### config.mk
export PLATFORM = sky130hd
export DESIGN_NAME = pc_sequencer
export DESIGN_NICKNAME = d
export VERILOG_FILES = /design/src/rtl/pc_sequencer.sv
export SDC_FILE = /design/constraint.sdc
export NUM_CORES = 1
export LEC_CHECK = 0
export CAP_MARGIN = 20
export CELL_PAD_IN_SITES_DETAIL_PLACEMENT = 1
export CELL_PAD_IN_SITES_GLOBAL_PLACEMENT = 1
export CORE_ASPECT_RATIO = 1.4
export CORE_MARGIN = 4
export CORE_UTILIZATION = 32
export CTS_CLUSTER_DIAMETER = 150
export DETAILED_ROUTE_END_ITERATION = 16
export PLACE_DENSITY_LB_ADDON = 0.15
export SYNTH_ARGS = -nofsm -noshare
export SYNTH_HDL_FRONTEND = slang
export SYNTH_SLANG_ARGS = --single-unit
### constraint.sdc
create_clock -name CLK -period 4.43 [get_ports CLK]
set_input_delay 0.886 -clock CLK [delete_from_list [all_inputs] [get_ports CLK]]
set_output_delay 0.886 -clock CLK [all_outputs]
set_load 0.005 [all_outputs]
### src/rtl/pc_sequencer.sv
// Multicycle next-PC controller for MulCPU: owns the PC register, the
// IF/ID/EXE/MEM/WB state machine and the retired-instruction counter.
module pc_sequencer #(
  parameter logic [31:0] RESET_PC = 32'h0000_0000,
  parameter logic [5:0]  HALT_OP  = 6'b111111
) (
  input  logic        CLK,
  input  logic        RST,
  input  logic [5:0]  opcode,
  input  logic [5:0]  funct,
  input  logic [15:0] imm16,
  input  logic [25:0] addr26,
  input  logic [31:0] rs_data,
  input  logic        zero,
  input  logic        imem_ready,
  output logic        fetch_req,
  output logic        ir_write,
  output logic        pc_write,
  output logic        ra_write,
  output logic [31:0] ra_data,
  output logic [31:0] pc,
  output logic [2:0]  state,
  output logic        halted,
  output logic [31:0] retired
);

  typedef enum logic [2:0] {
    S_IF   = 3'd0,
    S_ID   = 3'd1,
    S_EXE  = 3'd2,
    S_MEM  = 3'd3,
    S_WB   = 3'd4,
    S_HALT = 3'd5
  } state_t;

  localparam logic [5:0] OP_RTYPE = 6'b000000;
  localparam logic [5:0] OP_J     = 6'b000010;
  localparam logic [5:0] OP_JAL   = 6'b000011;
  localparam logic [5:0] OP_BEQ   = 6'b000100;
  localparam logic [5:0] OP_BNE   = 6'b000101;
  localparam logic [5:0] OP_LW    = 6'b100011;
  localparam logic [5:0] OP_SW    = 6'b101011;
  localparam logic [5:0] FN_JR    = 6'b001000;

  state_t      state_q, state_d;
  logic [31:0] pc_q, pc_d;
  logic [31:0] retired_q, retired_d;
  logic        retire;
  logic [31:0] jump_target;
  logic [31:0] branch_target;
  logic        branch_taken;

  assign jump_target   = {pc_q[31:28], addr26, 2'b00};
  assign branch_target = pc_q + {{14{imm16[15]}}, imm16, 2'b00};
  assign branch_taken  = (opcode == OP_BEQ) ? zero : ~zero;

  always_comb begin
    state_d   = state_q;
    pc_d      = pc_q;
    retire    = 1'b0;
    fetch_req = 1'b0;
    ir_write  = 1'b0;
    ra_write  = 1'b0;
    case (state_q)
      S_IF: begin
        fetch_req = 1'b1;
        if (imem_ready) begin
          ir_write = 1'b1;
          pc_d     = pc_q + 32'd4;
          state_d  = S_ID;
        end
      end
      S_ID: begin
        if (opcode == OP_J || opcode == OP_JAL) begin
          pc_d     = jump_target;
          ra_write = (opcode == OP_JAL);
          retire   = 1'b1;
          state_d  = S_IF;
        end else if (opcode == OP_RTYPE && funct == FN_JR) begin
          pc_d    = rs_data;
          retire  = 1'b1;
          state_d = S_IF;
        end else if (opcode == HALT_OP) begin
          retire  = 1'b1;
          state_d = S_HALT;
        end else begin
          state_d = S_EXE;
        end
      end
      S_EXE: begin
        if (opcode == OP_BEQ || opcode == OP_BNE) begin
          if (branch_taken) pc_d = branch_target;
          retire  = 1'b1;
          state_d = S_IF;
        end else if (opcode == OP_LW || opcode == OP_SW) begin
          state_d = S_MEM;
        end else begin
          state_d = S_WB;
        end
      end
      S_MEM: begin
        if (opcode == OP_SW) begin
          retire  = 1'b1;
          state_d = S_IF;
        end else begin
          state_d = S_WB;
        end
      end
      S_WB: begin
        retire  = 1'b1;
        state_d = S_IF;
      end
      S_HALT: state_d = S_HALT;
      default: state_d = S_IF;
    endcase
    retired_d = retired_q + {31'd0, retire};
  end

  // A jump or taken branch onto the current PC is not reported as an update
  assign pc_write = (pc_d != pc_q);

  always_ff @(posedge CLK) begin
    if (RST) begin
      state_q   <= S_IF;
      pc_q      <= RESET_PC;
      retired_q <= 32'd0;
    end else begin
      state_q   <= state_d;
      pc_q      <= pc_d;
      retired_q <= retired_d;
    end
  end

  assign pc      = pc_q;
  assign ra_data = pc_q;
  assign state   = state_q;
  assign halted  = (state_q == S_HALT);
  assign retired = retired_q;

endmodule

==> reports/metrics.csv <==
metric,value,unit
status,"finished, violations left",
failed_checks,negative setup slack,
slew_headroom,45.6,%
final_common_cell,buf_4,
netlist_area,7440,um^2
ir_drop,0.218,mV
synth-edff-count,0,
async_flop_share,0,%
cts_buffer_depth,2,
synth_seq_cells,67,
wirelength,40900,um
die_area,25800,um^2
synth.distinct_cells,100,
cts_tree,done,
synth_flop_cell,dfxtp_1,
crit_start,imm16[0],
wire_per_inst,22.7,um
synthMuxAreaShare,2.42,%
portBuffers,193,
power_density,228,nW/um^2
clock-root-buffer,clkbuf_16,
rows,65,
worst_slack,-0.487,ns
n_antenna_cell,0,
dieWidth,137,um
path_max_fanout,4,
synth_top_family_by_area,simple AND/OR/NAND/NOR gates,
hold_class,reg -> reg,
place.gp.congestion,0.967,
vias,10200,
required,3.54,ns
p_sw,1.10,mW
area_growth,73.4,%
rsz0062_at_grt,true,
crit_slowest_cell,fa_2,
setup_tns,-0.487,ns
grt_max_degree,66,
r2r-start,pc[2],
internal_power,1.84,mW
p_seq_share,22.4,%
slowest_delay,0.33,ns
synth-xor-area-share,7.89,%
pwr-share-comb,49.5,%
nets,1616,
max-cap-violations,0,
synth_adder_area_share,5.65,%
avgSynthCellArea,7.25,um^2
slew_viol_final,0,
cp-end-kind,output pin,
setup_viol,1,
dp_slack,-1.50,ns
fin_skew,0.0109,ns
p_sw_share,37.4,%
min-delay-start,retired[6],
coreArea,22700,um^2
mostFrequentLayoutCells,"334 x buf_4, 163 x clkdlybuf4s50_1, 106 x nor2_1",
min_period,4.92,ns
synth_nets,1149,
clkPwrFrac,28.1,%
first_pass_iters,6,
leakage,5.35,nW
grt_overflow_total,0,
worstSkewPairLatency,0.37,ns
hold_viol_final,0,
grt.total_usage,31.1,%
drc,0,
drive_above_1_share,34.9,%
seq_area_frac_synth,18.0,%
critPathLaunchType,input port,
antenna_found_initial,0,
htree_levels,3,
tightestPinTransition,0.816,ns
cp_data_arrival_time,4.03,ns
max_freq,203,MHz
grt_pass1_vias,10900,
hpwl,32000,um
crit_family,compound AO/OA/AOI/OAI gates,
antenna_violating_nets_post_route,0,
clock-sinks,67,
synth_compound_area_share,27.6,%
die_h,188,um
start_util,32.8,%
vias_per_cell,5.68,
path_cells,"buf_6, ha_4, inv_2, fa_2, nand2b_4, a211oi_4, o21a_1, buf_4, o21a_1, nor2_1, o21ai_0, xnor2_1, o31ai_1, buf_4, a32oi_1, and4_1, nand4_1, buf_2",
period_share,111,%
synthCells,1026,
yosys.area_share.simple,29.2,%
worstSetupPathType,in -> out,
cp_num_buf_inv,5,
drtIter0Drc,447,
pin_count,194,
grt_pass1_wl,62000,um
cts_hold_buffers,0,
clkTransAtPathRegs,0.06,ns
ys_warn_count,0,
numCtsBuffers,9,
synth_stat cells, types with 24 or more instances:
cell	n	area (um^2)
xnor2_1	24	210
and3_1	24	150
clkbuf_1	30	113
dfxtp_1	67	1340
nor3_1	36	180
nand3_1	43	215
nand2_1	99	372
ha_1	32	400
buf_4	34	255
nand4_1	29	181
nor2_1	111	417
a21oi_1	95	475
o21ai_0	69	345
xor2_1	43	377
cell families after synthesis:
| family | after synthesis |
|---|---|
| muxes | 17 |
| xor gates and xnor gates | 67 |
| and+or+nand+nor | 421 |
| DFF | 67 |
| AOI/OAI and AO/OA | 311 |
| adders and majority gates | 33 |
| buffers and inverters | 110 |
per-layer routing:
layer	vias to the layer above	wire [um]	track usage [%]
met5	-	0	0
met4	0	2640	18.9
met3	154	2010	5.13
met2	389	21000	55.9
met1	4967	15200	33.4
li1	4708	-	-
state kept, by name (all words and copies together), names as in the netlist:
| signal | count |
|---|---|
| pc | 32 |
| retired | 32 |
| state | 3 |
metrics by stage:
step	util, %	instances	total power, mW	area, um^2	hold WS [ns]
3_3_place_gp	51.3	1754	1.92	11600	0.490
5_1_grt	56.9	1799	3.07	12900	0.552
4_1_cts	55.4	1787	2.88	12600	0.533
3_5_place_dp	51.3	1754	1.95	11600	0.517
2_1_floorplan	-	1026	1.24	7450	0.487
6_report	56.9	1799	2.94	12900	0.527
tightest hold or removal path, cell delays in order, from the launching register on:
cell     delay (ns)
dfxtp_1        0.34
o21ai_0        0.08
a21oi_1        0.06
power by group through the flow:
stage,Sequential (mW),Clock (mW),Combinational (mW)
global route,0.661,0.858,1.55
floorplan,0.675,0,0.569
CTS,0.658,0.839,1.38
detailed placement,0.665,0,1.28
global placement,0.664,0,1.26
finish,0.659,0.825,1.45
what timing repair did:
item                                    in CTS  in global routing
hold endpoints to repair                     0                  0
endpoints found under the setup margin       5                  7
resized for setup                          127                 70
setup buffers                               18                 13
pin swaps                                   53                 45
final timing paths:
check | slack, ns | depth (start not counted) | end
worst min register to register | 0.53 | 2 | retired[6]
worst max-delay path | -0.49 | 18 | pc_write
worst min-delay path | 0.53 | 2 | retired[6]
worst max register to register | 0.98 | 16 | pc[26]
final cells by class:
cell class / count / area, um^2
timing repair buffer: 546 / 4650
tap: 301 / 377
clock inverter: 7 / 100
fill: 2786 / 9790
sequential: 67 / 1340
multi-input combinational: 849 / 6130
clock buffer: 9 / 225
inverter: 20 / 75.1
No activity file was read; power rests on OpenSTA's default activity.
